File: config.mk
export PLATFORM = sky130hd
export DESIGN_NAME = clk_rst_seq
export DESIGN_NICKNAME = d
export VERILOG_FILES = /design/src/rtl/clk_rst_seq.sv
export SDC_FILE = /design/constraint.sdc
export NUM_CORES = 1
export LEC_CHECK = 0
export ABC_CLOCK_PERIOD_IN_PS = 3450
export CAP_MARGIN = 20
export CORE_ASPECT_RATIO = 1.4
export CORE_UTILIZATION = 61
export CTS_CLUSTER_DIAMETER = 120
export DETAILED_ROUTE_END_ITERATION = 7
export PLACE_DENSITY = 0.86
export SYNTH_ARGS = -nofsm -noshare
export SYNTH_HDL_FRONTEND = slang
export SYNTH_SLANG_ARGS = --single-unit
File: constraint.sdc
create_clock -name clk_in -period 3.45 [get_ports clk_in]
set_clock_uncertainty 0.2 [all_clocks]
set_input_delay 0.5175 -clock clk_in [delete_from_list [all_inputs] [get_ports clk_in]]
set_output_delay 0.5175 -clock clk_in [all_outputs]
set_load 0.01 [all_outputs]
File: src/rtl/clk_rst_seq.sv
// rtl/clk_rst_seq.sv - DCM reset/lock sequencer producing a clean synchronous system reset
// Optional LOCK_LOSS_RECOVER_EN: rerun the full DCM sequence when lock drops in RUN.
module clk_rst_seq #(
    parameter int unsigned RST_PULSE    = 4,
    parameter int unsigned LOCK_TIMEOUT = 1000,
    parameter int unsigned HOLD_CYCLES  = 16
) (
    input  logic       clk_in,
    input  logic       global_reset,
    input  logic       locked,
    output logic       dcm_rst,
    output logic       sys_rst,
    output logic       ready,
    output logic [3:0] retry_cnt,
    output logic       lock_lost
);

    localparam logic [1:0] RESET_DCM = 2'd0;
    localparam logic [1:0] WAIT_LOCK = 2'd1;
    localparam logic [1:0] HOLD      = 2'd2;
    localparam logic [1:0] RUN       = 2'd3;

    localparam logic [15:0] PULSE_LAST   = 16'(RST_PULSE - 1);
    localparam logic [15:0] TIMEOUT_LAST = 16'(LOCK_TIMEOUT - 1);
    localparam logic [15:0] HOLD_LAST    = 16'(HOLD_CYCLES - 1);

    logic        sync_meta;
    logic        locked_s;
    logic [1:0]  state;
    logic [1:0]  state_nxt;
    logic [15:0] cnt;
    logic [15:0] cnt_nxt;
    logic [3:0]  retry_nxt;
    logic        lost_nxt;

    // locked comes from the DCM's own domain; only locked_s may steer the FSM
    always_ff @(posedge clk_in or posedge global_reset) begin
        if (global_reset) begin
            sync_meta <= 1'b0;
            locked_s  <= 1'b0;
        end else begin
            sync_meta <= locked;
            locked_s  <= sync_meta;
        end
    end

    always_comb begin
        state_nxt = state;
        cnt_nxt   = cnt;
        retry_nxt = retry_cnt;
        lost_nxt  = lock_lost;
        case (state)
            RESET_DCM: begin
                if (cnt == PULSE_LAST) begin
                    state_nxt = WAIT_LOCK;
                    cnt_nxt   = 16'd0;
                end else begin
                    cnt_nxt = cnt + 16'd1;
                end
            end
            WAIT_LOCK: begin
                if (locked_s) begin
                    state_nxt = HOLD;
                    cnt_nxt   = 16'd0;
                end else if (cnt == TIMEOUT_LAST) begin
                    state_nxt = RESET_DCM;
                    cnt_nxt   = 16'd0;
                    if (retry_cnt != 4'd15) begin
                        retry_nxt = retry_cnt + 4'd1;
                    end
                end else begin
                    cnt_nxt = cnt + 16'd1;
                end
            end
            HOLD: begin
                if (!locked_s) begin
                    state_nxt = WAIT_LOCK;
                    cnt_nxt   = 16'd0;
                end else if (cnt == HOLD_LAST) begin
                    state_nxt = RUN;
                    cnt_nxt   = 16'd0;
                end else begin
                    cnt_nxt = cnt + 16'd1;
                end
            end
            RUN: begin
                cnt_nxt = 16'd0;
                if (!locked_s) begin
                    lost_nxt = 1'b1;
`ifdef LOCK_LOSS_RECOVER_EN
                    state_nxt = RESET_DCM;
`endif
                end
            end
            default: begin
                state_nxt = RESET_DCM;
                cnt_nxt   = 16'd0;
            end
        endcase
    end

    // Outputs decode state_nxt so they switch on the same edge as the state
    always_ff @(posedge clk_in or posedge global_reset) begin
        if (global_reset) begin
            state     <= RESET_DCM;
            cnt       <= 16'd0;
            dcm_rst   <= 1'b1;
            sys_rst   <= 1'b1;
            ready     <= 1'b0;
            retry_cnt <= 4'd0;
            lock_lost <= 1'b0;
        end else begin
            state     <= state_nxt;
            cnt       <= cnt_nxt;
            dcm_rst   <= (state_nxt == RESET_DCM);
            sys_rst   <= (state_nxt != RUN);
            ready     <= (state_nxt == RUN);
            retry_cnt <= retry_nxt;
            lock_lost <= lost_nxt;
        end
    end

endmodule

; Yosys cells after proc, flatten, opt, wreduce, memory -nomap -nowiden
; Cells that the tools add are included.
[totals]
register_bits = 28
input_bits = 3
output_inout_bits = 8
wordCells = 37
[op_classes]
n_addsub = 2
eq_ne = 9
n_mux = 12
bitwise_logic = 1
n_reduce_logical = 4
[ops]
columns = cell, count
row1 = $mux 16, 5
row2 = $pmux 16 s4, 1
row3 = $add 16x1->16 const B, 1
row4 = $eq 16x10->1 const B, 1
row5 = $eq 16x2->1 const B, 1
row6 = $eq 16x4->1 const B, 1
row7 = $mux 2, 5
row8 = $eq 2x2->1 const B, 3
row9 = $pmux 2 s3, 1
row10 = $add 4x1->4 const B, 1
row11 = $logic_not 2->1, 2
row12 = $ne 4x4->1 const B, 1
row13 = $reduce_and 4->1, 1
row14 = $eq 2x1->1 const B, 1
row15 = $ne 2x2->1 const B, 1
row16 = $reduce_and 2->1, 1
row17 = $not 1->1, 1

; Depth between registers and ports, before layout
[logic_depth]
ltp_word = 5
mapped_depth = 7

; Worst setup path before layout
; No wires, ideal clock.
[synth_path]
path_kind = register to register
from = reg cnt[0]
to = reg cnt[12]
arrival_time_ns = 1.786
required_ns = 3.168
setup_slack_ns = 1.382
path_stages_with_launch = 8
n_path_buf = 2
cell_sequence = dfrtp_1 ha_1 and3_1 and4_1 or3_1 clkbuf_1 buf_4 a31oi_1
[synth_between]
elab_chain_cells = 4
word_cells_on_any_way = 10
cone_classes = add/sub: 1 / eq/ne: 3 / mux: 6
[synth_lines]
columns = item, line_no
row1 = from (decl), 31  ; logic [15:0] cnt;
row2 = from (signal assigned), 114  ; cnt <= cnt_nxt;
row3 = "$add 16x1->16, or another cell as far along", "58, 72, 83"
row4 = "$mux 16, on equally long branches", "79, 65"
row5 = "$mux 16, on equally long branches", "76, 62"
row6 = $pmux 16 s4 *, 52  ; case (state)
row7 = via cnt_nxt[12], 32  ; logic [15:0] cnt_nxt;
; Mark *: on every way through the listed nets, which the timed path passes. The rest lies on a longest branch.
; A chain may end at the register's enable or synchronous reset.

; Final worst setup path
[layout_path]
from = reg cnt[0]
to = reg cnt[11]
; Same word-level chain as after synthesis.

==> metrics.cfg <==
[sta]
hold_viol = 0
setup_viol = 0
max_freq_mhz = 415.4
finalCritPeriodShare_pct = 69.78
worst_pin_slew_ps = 646.2
hold_slack_ps = 166.3
slew_headroom_pct = 56.92
rsz0062_at_grt = no
drv_slew = 0
tns_ps = 0
period_needed_ps = 2408
layout_setup_ws_ps = 1042

[run_status]
status = completed

[floorplanning]
die_h_um = 58.71
io_pins = 11
start_util_pct = 64.37
core_area_um2 = 2177
placementRows = 20
die_w_um = 42.51
fp.dieArea_um2 = 2496

[setup_path]
start_kind = flip-flop
arrival_ps = 2390
cp-end-kind = flip-flop
cp_max_fo = 18
critical_path_required_ps = 3430
path_class = flip-flop to flip-flop

[logic_synthesis]
ys.warnings.count = 0
synth_nets = 140
syn_inst = 135
ys_types = 38
netlist_area_um2 = 1401
synth-seq-cells = 28
yosysSeqAreaShare_pct = 50.18
syn_avg_cell_area_um2 = 10.38

[clock_tree]
cts_tree = yes
clock_path_buffers = 2
clock_latency_ps = 330
clock-root-buffer = clkbuf_4
clock_sinks = 28
postCtsHoldBufs = 0
postCtsSetupBuffers = 0
cts_buffers = 3
h-tree-depth = 1
postCtsResizedCells = 0
clkTransAtPathRegs_ps = 140

[routing]
drtIter0Drc = 54
wire_per_inst_um = 16.51
firstDrtPassIters = 4
vias_per_cell = 6.689
via_count = 1097
wl_um = 2707
drtAntennaViolNets = 0
route.detailed.drc = 0

[layout]
syn2layout_area_growth_pct = 10.98
antennaDiodeCount = 0
instances_no_fill = 164
layout_common_cells = dfrtp_1 (26), a31oi_1 (13), nand2_1 (10), clkdlybuf4s50_1 (10)
nets = 148
fin_util_pct = 71.44
final_common_cell = dfrtp_1
layout-drive-gt1-share_pct = 9.859
fill_cells = 165
fin_area_um2 = 1555

[place]
io_buffers = 10
finalWeightedCongestion = 0.8736
dp_hpwl_um = 1876
placed_area_um2 = 1491
numPlacedInstances = 159
dp_slack_ps = 1123

[global_route]
grt_pass1_vias = 1048
antenna_found_initial = 0
top_usage_layer = met2
grt_max_degree = 29
gr-usage-met3_pct = 2.454
use_met2_pct = 42.42
track_usage_pct = 23.97
grt_pass1_wl_um = 4512
grt.overflow.total = 0
met1_usage_pct = 28.66

[power_and_ir_drop]
total_power_mw = 0.7614
p_per_area_nw_per_um2 = 489.5
vdd_drop_max_mv = 0.3228
p_leak_nw = 0.6142

[min_path]
min_path_type = flip-flop to flip-flop

[run]
cap_violations = 0

[synth_stat cells]
library cell | n | share of area, %
or4_4 | 1 | 0.80
a32oi_1 | 3 | 1.9
clkbuf_1 | 3 | 0.80
xor2_1 | 6 | 3.7
a31o_2 | 1 | 0.63
a311oi_1 | 1 | 0.63
or4_1 | 1 | 0.54
o21a_1 | 1 | 0.54
buf_4 | 1 | 0.54
dfrtp_1 | 26 | 46
nand3_2 | 1 | 0.71
or2_2 | 1 | 0.45
xnor2_1 | 6 | 3.7
or3_1 | 4 | 1.8
and4_1 | 4 | 2.5
and2_1 | 1 | 0.45
nand3b_1 | 1 | 0.54
nor2_1 | 1 | 0.27
mux2_2 | 2 | 1.6
nand4_1 | 6 | 2.7
nor3b_1 | 1 | 0.54
nor2b_1 | 1 | 0.45
nor4bb_1 | 2 | 1.4
nand2_1 | 10 | 2.7
o21ba_2 | 1 | 0.71
nor4_1 | 3 | 1.3
nand2b_1 | 3 | 1.3
o21ai_0 | 5 | 1.8
buf_2 | 3 | 1.1
ha_1 | 2 | 1.8
buf_1 | 1 | 0.27
a31oi_1 | 13 | 5.8
and3_1 | 3 | 1.3
nor3_1 | 5 | 1.8
nand3_1 | 2 | 0.71
a21oi_1 | 1 | 0.36
inv_1 | 6 | 1.6
dfstp_2 | 2 | 3.7
[kinds of logic (layout without fill, tap and decap cells)]
family	count (synthesis)	count (layout)	share of synthesized area, %
xor gates and xnor gates	12	12	7.500
AOI/OAI and AO/OA	26	26	12.32
buffers and inverters	14	21	4.285
adders and majority gates	2	2	1.785
and+or+nand+nor	51	51	22.32
DFF	28	28	50.18
muxes	2	2	1.607
[worst paths after layout]
| kind | depth (start not counted) | endpoint | from | slack (ps) |
|---|---|---|---|---|
| min | 0 | locked_s | sync_meta | 170 |
| max | 5 | cnt[11] | cnt[0] | 1040 |
| min reg2reg | 0 | locked_s | sync_meta | 170 |
| max reg2reg | 5 | cnt[11] | cnt[0] | 1040 |
| max in group asynchronous | 3 | sys_rst | global_reset | 2240 |
| min in group asynchronous | 2 | cnt[9] | global_reset | 280 |
[final cells by class]
cell class / count / area, µm² / share of cell area (%)
inverter: 6 / 22.52 / 1.448
sequential: 28 / 703.2 / 45.21
clock buffer: 4 / 36.28 / 2.333
tap: 22 / 27.53 / 1.770
timing repair buffer: 11 / 127.6 / 8.206
multi-input combinational: 93 / 638.1 / 41.03
[routing by layer]
layer  up-vias  routed length [µm]
met3        13                 114
li1        518                   -
met5         -                   0
met1       522                1104
met4         0                  89
met2        44                1399
[power by group]
| group | internal, mW | switching [mW] |
|---|---|---|
| Clock | 0.0647 | 0.0960 |
| Combinational | 0.0816 | 0.106 |
| Sequential | 0.376 | 0.0372 |
| Total | 0.522 | 0.239 |
[worst max-delay path: stages, from the launching register on]
cell      delay (ps)
dfrtp_1          430
ha_1             240
nor4bb_1         340
nand4_1          260
nand2b_1         560
a32oi_1          230
[flip-flops by register name, summed over array words and instances (netlist names)]
name,cells
sync_meta,1
retry_cnt,4
lock_lost,1
cnt,16
state,2
sys_rst,1
ready,1
locked_s,1
dcm_rst,1
Power figures use the tool's default switching activity.
